`config.mk`:
```
export PLATFORM = sky130hd
export DESIGN_NAME = tv80_dma_arbiter
export DESIGN_NICKNAME = d
export VERILOG_FILES = /design/src/rtl/tv80_dma_arbiter.sv
export SDC_FILE = /design/constraint.sdc
export NUM_CORES = 1
export LEC_CHECK = 0
export ABC_AREA = 1
export CORE_MARGIN = 2
export CORE_UTILIZATION = 41
export CTS_BUF_LIST = sky130_fd_sc_hd__clkbuf_2 sky130_fd_sc_hd__clkbuf_4 sky130_fd_sc_hd__clkbuf_8
export CTS_CLUSTER_DIAMETER = 50
export DETAILED_ROUTE_END_ITERATION = 10
export HOLD_SLACK_MARGIN = 0.12
export PLACE_DENSITY_LB_ADDON = 0.05
export SKIP_LAST_GASP = 1
export SYNTH_ARGS = -nofsm -noshare
export SYNTH_HDL_FRONTEND = slang
export SYNTH_SLANG_ARGS = --single-unit
```
`constraint.sdc`:
```
create_clock -name clk -period 1.8 [get_ports clk]
set_clock_uncertainty 0.1 [all_clocks]
set_input_delay 0.36 -clock clk [delete_from_list [all_inputs] [get_ports clk]]
set_output_delay 0.36 -clock clk [all_outputs]
set_load 0.02 [all_outputs]
```
`src/rtl/tv80_dma_arbiter.sv`:
```
// Bus arbiter letting one DMA/loader master borrow the tv80s memory bus via busrq_n/busak_n
// and issue single-byte reads/writes to the negedge-sampled memory array.
module tv80_dma_arbiter #(
   parameter int MAX_BURST   = 16,
   parameter int REQ_TIMEOUT = 255
) (
   input  logic        clk,
   input  logic        reset,
   output logic        cpu_busrq_n,
   input  logic        cpu_busak_n,
   input  logic [15:0] cpu_a,
   input  logic [7:0]  cpu_do,
   input  logic        cpu_mreq_n,
   input  logic        cpu_rd_n,
   input  logic        cpu_wr_n,
   input  logic        dma_req,
   output logic        dma_gnt,
   input  logic        dma_valid,
   input  logic        dma_we,
   input  logic [15:0] dma_addr,
   input  logic [7:0]  dma_wdata,
   output logic        dma_ready,
   output logic [7:0]  dma_rdata,
   output logic        dma_err,
   input  logic [7:0]  mem_di,
   output logic [15:0] mem_a,
   output logic [7:0]  mem_do,
   output logic        mem_mreq_n,
   output logic        mem_rd_n,
   output logic        mem_wr_n,
   output logic [2:0]  dbg_state
);

   // DMA handshake: dma_valid/dma_we/dma_addr/dma_wdata are taken on the posedge where the
   // arbiter is in OWN and dma_valid=1; dma_ready pulses one cycle, two cycles after that sample.
   typedef enum logic [2:0] {
      S_IDLE = 3'd0,
      S_REQ  = 3'd1,
      S_OWN  = 3'd2,
      S_XFER = 3'd3,
      S_REL  = 3'd4
   } state_t;

   state_t      state;
   state_t      state_nx;
   logic        timeout_hit;
   logic [7:0]  wait_cnt;
   logic [7:0]  burst_cnt;
   logic [15:0] lat_addr;
   logic [7:0]  lat_wdata;
   logic        lat_we;

   always_ff @(posedge clk or posedge reset) begin
      if (reset) state <= S_IDLE;
      else       state <= state_nx;
   end

   always_comb begin
      state_nx    = state;
      timeout_hit = 1'b0;
      case (state)
         S_IDLE: if (dma_req) state_nx = S_REQ;
         S_REQ: begin
            if (!cpu_busak_n)                      state_nx = S_OWN;
            else if (!dma_req)                     state_nx = S_REL;
            else if (wait_cnt == 8'(REQ_TIMEOUT)) begin
               state_nx    = S_IDLE;
               timeout_hit = 1'b1;
            end
         end
         S_OWN: begin
            // The burst limit is checked first so a master streaming dma_valid cannot hog the bus.
            if (burst_cnt == 8'(MAX_BURST)) state_nx = S_REL;
            else if (dma_valid)             state_nx = S_XFER;
            else if (!dma_req)              state_nx = S_REL;
         end
         S_XFER: state_nx = S_OWN;
         S_REL:  if (cpu_busak_n) state_nx = S_IDLE;
         default: state_nx = S_IDLE;
      endcase
   end

   always_ff @(posedge clk or posedge reset) begin
      if (reset) begin
         wait_cnt  <= 8'd0;
         burst_cnt <= 8'd0;
         lat_addr  <= 16'h0000;
         lat_wdata <= 8'h00;
         lat_we    <= 1'b0;
         dma_ready <= 1'b0;
         dma_err   <= 1'b0;
         dma_rdata <= 8'h00;
      end else begin
         dma_ready <= (state == S_XFER);
         dma_err   <= timeout_hit;
         // wait_cnt holds the number of cycles spent in REQ, including the current one.
         if (state_nx == S_REQ) wait_cnt <= (state == S_REQ) ? wait_cnt + 8'd1 : 8'd1;
         else                   wait_cnt <= 8'd0;
         if (state == S_XFER)                          burst_cnt <= burst_cnt + 8'd1;
         else if (state == S_REL || state == S_IDLE)   burst_cnt <= 8'd0;
         if (state == S_OWN && state_nx == S_XFER) begin
            lat_addr  <= dma_addr;
            lat_wdata <= dma_wdata;
            lat_we    <= dma_we;
         end
         if (state == S_XFER && !lat_we) dma_rdata <= mem_di;
      end
   end

   always_comb begin
      cpu_busrq_n = !(state == S_REQ || state == S_OWN || state == S_XFER);
      dma_gnt     = (state == S_OWN || state == S_XFER);
      dbg_state   = state;
      if (state == S_IDLE || state == S_REQ) begin
         mem_a      = cpu_a;
         mem_do     = cpu_do;
         mem_mreq_n = cpu_mreq_n;
         mem_rd_n   = cpu_rd_n;
         mem_wr_n   = cpu_wr_n;
      end else begin
         mem_a      = lat_addr;
         mem_do     = lat_wdata;
         mem_mreq_n = (state != S_XFER);
         mem_rd_n   = !(state == S_XFER && !lat_we);
         mem_wr_n   = !(state == S_XFER && lat_we);
      end
   end

endmodule
```
======== After elaboration in Yosys (flattened, before gate mapping) ========
Cells that the tools add are included.
storage, ports and cells
  register bits after elaboration ......... 54
  input port bits ......................... 65
  output and inout port bits .............. 42
  logic and storage cells ................. 56
operators by class
  $add $sub $neg .......................... 2
  eq/ne operators ......................... 9
  multiplexer cells ....................... 22
  reductions and logical operators ........ 14
operator list
  cell                   number
  $mux W8                5
  $mux W3                8
  $add A8 B1 Y8 const B  2
  $mux W16               1
  $pmux W3 S5            1
  $eq A3 B2 Y1 const B   3
  $eq A8 B5 Y1 const B   1
  $eq A8 B8 Y1 const B   1
  $mux W1                7
  $eq A3 B1 Y1 const B   2
  $logic_or A1 B1 Y1     5
  $logic_not A1 Y1       4
  $eq A3 B3 Y1 const B   1
  $logic_and A1 B1 Y1    3
  $logic_not A3 Y1       1
  $ne A3 B2 Y1 const B   1
  $reduce_bool A2 Y1     1

======== Logic depth before layout (Yosys ltp) ========
Gate-level depths: netlist (run 1).
  depth after elaboration ................. 7
  gate-level depth with buffers ........... 9
  gate-level depth less buffers ........... 9

======== Least setup slack after synthesis (run 1) ========
OpenSTA, ideal clock, no wires.
  path kind ............................... register -> output
  from .................................... register state[2] (netlist: dbg_state[2])
  to ...................................... output port mem_a[10]
  arrival ................................. 1.336 ns
  data required time ...................... 1.340 ns
  slack ................................... 0.004 ns
  stages on the path, launching flop included .. 4
  buffers on the path ..................... 1
  path through ............................ dfrtp_1 nor2_2 clkbuf_1 o21ai_0
between the ends
  cells in the longest elaborated chain, start to end .. 3
  elaborated cells on any way between the ends .. 4
  classes of those cells .................. eq/ne: 1; mux: 1; reduce/logical: 2
RTL lines
  element                                           line  text
  start: declaration                                44    state_t state;
  start signal: assignment                          55    else state <= state_nx;
  $eq A3 B1 Y1 or $logic_not A3 Y1 (tied branches)  114   if (state == S_IDLE || state == S_REQ) begin
  $logic_or A1 B1 Y1 *                              114
  $mux W16 *                                        114
  end: declaration                                  26    output logic [15:0] mem_a,
Mark *: on every way between the ends. The rest lies on a longest branch, timed or not.

======== Worst setup path in the final report (run 1) ========
  from .................................... register state[1] (netlist: dbg_state[1])
  to ...................................... output port mem_a[5]
The elaborated chain is that of the path after synthesis.

==> results of run 1 <==
per-layer routing:
metal | vias up | track usage, % | routed length (um)
met5 | - | 0 | 0
met4 | 0 | 5.63 | 76
met3 | 6 | 4.33 | 454
met2 | 82 | 35.8 | 3770
met1 | 1287 | 25.9 | 3220
li1 | 1395 | - | -
sequential cells by signal (all words and copies together), names as in the netlist:
register   flops
lat_we         1
burst_cnt      8
dbg_state      3
lat_addr      16
wait_cnt       8
dma_ready      1
lat_wdata      8
dma_err        1
dma_rdata      8
path summary, 6_finish.rpt:
path                                             to                     start  slack (ns)
hold / removal             dma_rdata[1]$_DFFE_PP0P_                     reset        0.30
setup reg to reg              wait_cnt[0]$_DFF_PP0_    dbg_state[1]$_DFF_PP0_        0.12
max in group asynchronous    dbg_state[1]$_DFF_PP0_                     reset        1.04
setup / recovery                           mem_a[5]    dbg_state[1]$_DFF_PP0_       -0.17
hold reg to reg            dma_rdata[1]$_DFFE_PP0P_  dma_rdata[1]$_DFFE_PP0P_        0.38
min in group clk           dma_rdata[1]$_DFFE_PP0P_  dma_rdata[1]$_DFFE_PP0P_        0.38
layout make-up:
class	instances	share of cell area, %
inverters	39	3.35
repair buffers	141	32.0
multi-input cells	256	30.7
well taps	77	2.10
repair inverters	1	0.245
clock inverters	2	0.354
flip-flops and latches	54	29.4
clock buffers	6	1.80
per-stage QoR:
stage,utilization (%),worst slack (ns),std cells,setup TNS [ns]
floorplan,-,0.00410,360,0
global placement,63.0,-0.251,555,-5.40
detailed placement,63.0,-0.278,555,-5.92
CTS,69.8,-0.183,574,-3.55
global route,71.6,-0.232,576,-5.54
finish,71.6,-0.165,576,-3.58
tightest hold or removal path: cells and delay by family:
kind | cells | cell delay, ns
buffers and inverters | 3 | 0.74
what timing repair did:
action,in CTS,in global routing
setup buffers,7,2
pin swaps,15,5
hold buffers,0,0
setup endpoints to repair,32,32
gates resized for setup,228,39
gates cloned,4,0
synthesized netlist by cell type (3+ instances only):
| cell | count |
|---|---|
| nand2_1 | 143 |
| dfrtp_1 | 54 |
| inv_1 | 35 |
| nor2_1 | 27 |
| nand3_1 | 26 |
| o21ai_0 | 22 |
| a21oi_2 | 8 |
| nor2_2 | 6 |
| clkbuf_1 | 4 |
| inv_2 | 4 |
| a21oi_1 | 3 |
| buf_2 | 3 |
| ha_1 | 3 |
where the power goes:
part / switching [mW] / total (mW) / internal, mW
clock: 0.419 / 0.736 / 0.318
sequential: 0.286 / 1.91 / 1.62
combinational: 2.73 / 5.25 / 2.53
cell families (layout without fill, tap and decap cells):
| logic type | count (synthesis) | count (layout) | share of synthesized area, % |
|---|---|---|---|
| AO/OA/AOI/OAI | 36 | 36 | 7.78 |
| XOR/XNOR | 3 | 3 | 0.956 |
| adder cells (fa/ha/maj) | 3 | 3 | 1.37 |
| buffers and inverters | 50 | 189 | 7.78 |
| flip-flops | 54 | 54 | 49.2 |
| AND/OR/NAND/NOR | 214 | 214 | 33.0 |
==> results.yml, run 1 <==
run_status:
  status: "complete, but fails checks"
  violations: "design-rule violations, negative setup slack"
logic_synthesis:
  synth_cells: 360
  synthesis.area_sq_um: 2750
  seq_area_frac_synth_pct: 49.2
  synth-seq-cells: 54
  syn_avg_cell_area_sq_um: 7.64
  synth_top_area_share_pct: 49.2
  synth_nets: 428
  synth_area_leader_cell: "dfrtp_1"
  synth-edff-count: 0
  synth.area.top_cells: "dfrtp_1 49%, nand2_1 20%, inv_1 4.8%"
  synthArstFlopShare_pct: 100
  ys.flop_type: "dfrtp_1"
  synth_cell_types: 29
  ys.warnings.count: 0
floorplanning:
  die_area_sq_um: 7380
  pin_count: 107
  num_rows: 29
  dieWidth_um: 85.9
  initial_core_util_pct: 42.8
  die_h_um: 85.9
  core_sq_um: 6420
sta:
  max_freq_mhz: 509
  worst_hold_slack_ns: 0.304
  layout_setup_ws_ns: -0.165
  fin_crit_ns: 1.97
  tightest_slew_ns: 0.298
  hold_viol: 0
  rsz0062_at_grt: "true"
  finalCritPeriodShare_pct: 109
  drv_slew: 0
  slew_headroom_pct: 80.1
  setup_viol: 29
setup_path:
  crit_top_cell: "buf_6"
  crit_chain: "nor2_4 -> buf_6 -> inv_8 -> buf_12 -> nand2_2 -> nand2_1 -> buf_6"
  cp-start-kind: "flop"
  slowest_delay_ns: 0.44
  crit_buf_inv: 4
  reg2regPathDepth: 9
  cpMaxStageDelayCell: "dfrtp_2"
  cpLargestDelayFamily: "buffers and inverters"
  criticalPathCategory: "flop to primary output"
  path_max_fanout: 8
  crit_required_ns: 1.34
  end_kind: "primary output"
  crit_arrival_ns: 1.51
  cp.depth: 7
final_layout:
  regArea_sq_um: 1350
  layout_commonest_cell: "nand2_1"
  multi_input_area_sq_um: 1410
  nFillCells: 523
  fin_area_sq_um: 4600
  drive_above_1_share_pct: 28.7
  nNetsFinal: 566
  area_delta_synth_final_pct: 67.2
  diodes: 0
  mostFrequentLayoutCells: "105 x nand2_1, 73 x clkdlybuf4s50_1, 53 x dfrtp_1"
worst_hold_path:
  hold_path.class: "input pin to asynchronous set/reset pin"
clock_network:
  cts_buffers: 5
  cts_sinks: 54
  clk_pin_slew_ns: 0.10
  cts_buffer_depth: 2
  clockRootBuffer: "clkbuf_8"
  cts_tree: "yes"
  htreeDepth: 2
  clock_latency_ns: 0.31
drt:
  routedWlPerCell_um: 13.0
  num_vias: 2770
  ant_nets: 0
  drt_pass1_iterations: 8
  vias_per_cell: 4.81
  wirelength_mm: 7.52
  drtIter0Drc: 96
  drc: 8
placed_design:
  io_buffers: 106
  placed_area_sq_um: 4050
  place_congestion: 0.826
  hpwl_mm: 5.14
grt:
  antenna_found_initial: 0
  grt_first_pass_wirelength_mm: 12.2
  grt_overflow_total: 0
  grt_pass1_vias: 2735
  grt_max_degree: 55
  track_usage_pct: 20.6
power:
  power_mw: 7.90
  ir_drop_mv: 1.07
  p_per_area_nw_per_um2: 1720
  power_leakage_nw: 2.35
job:
  drv_cap: 0
(Power assumes the default switching activity.)
==> run 2: changes to the inputs <==
TNS_END_PERCENT = 100   (was not set)
==> results of run 2 <==
Final layout, timing and power as in run 1 (identical DEF).
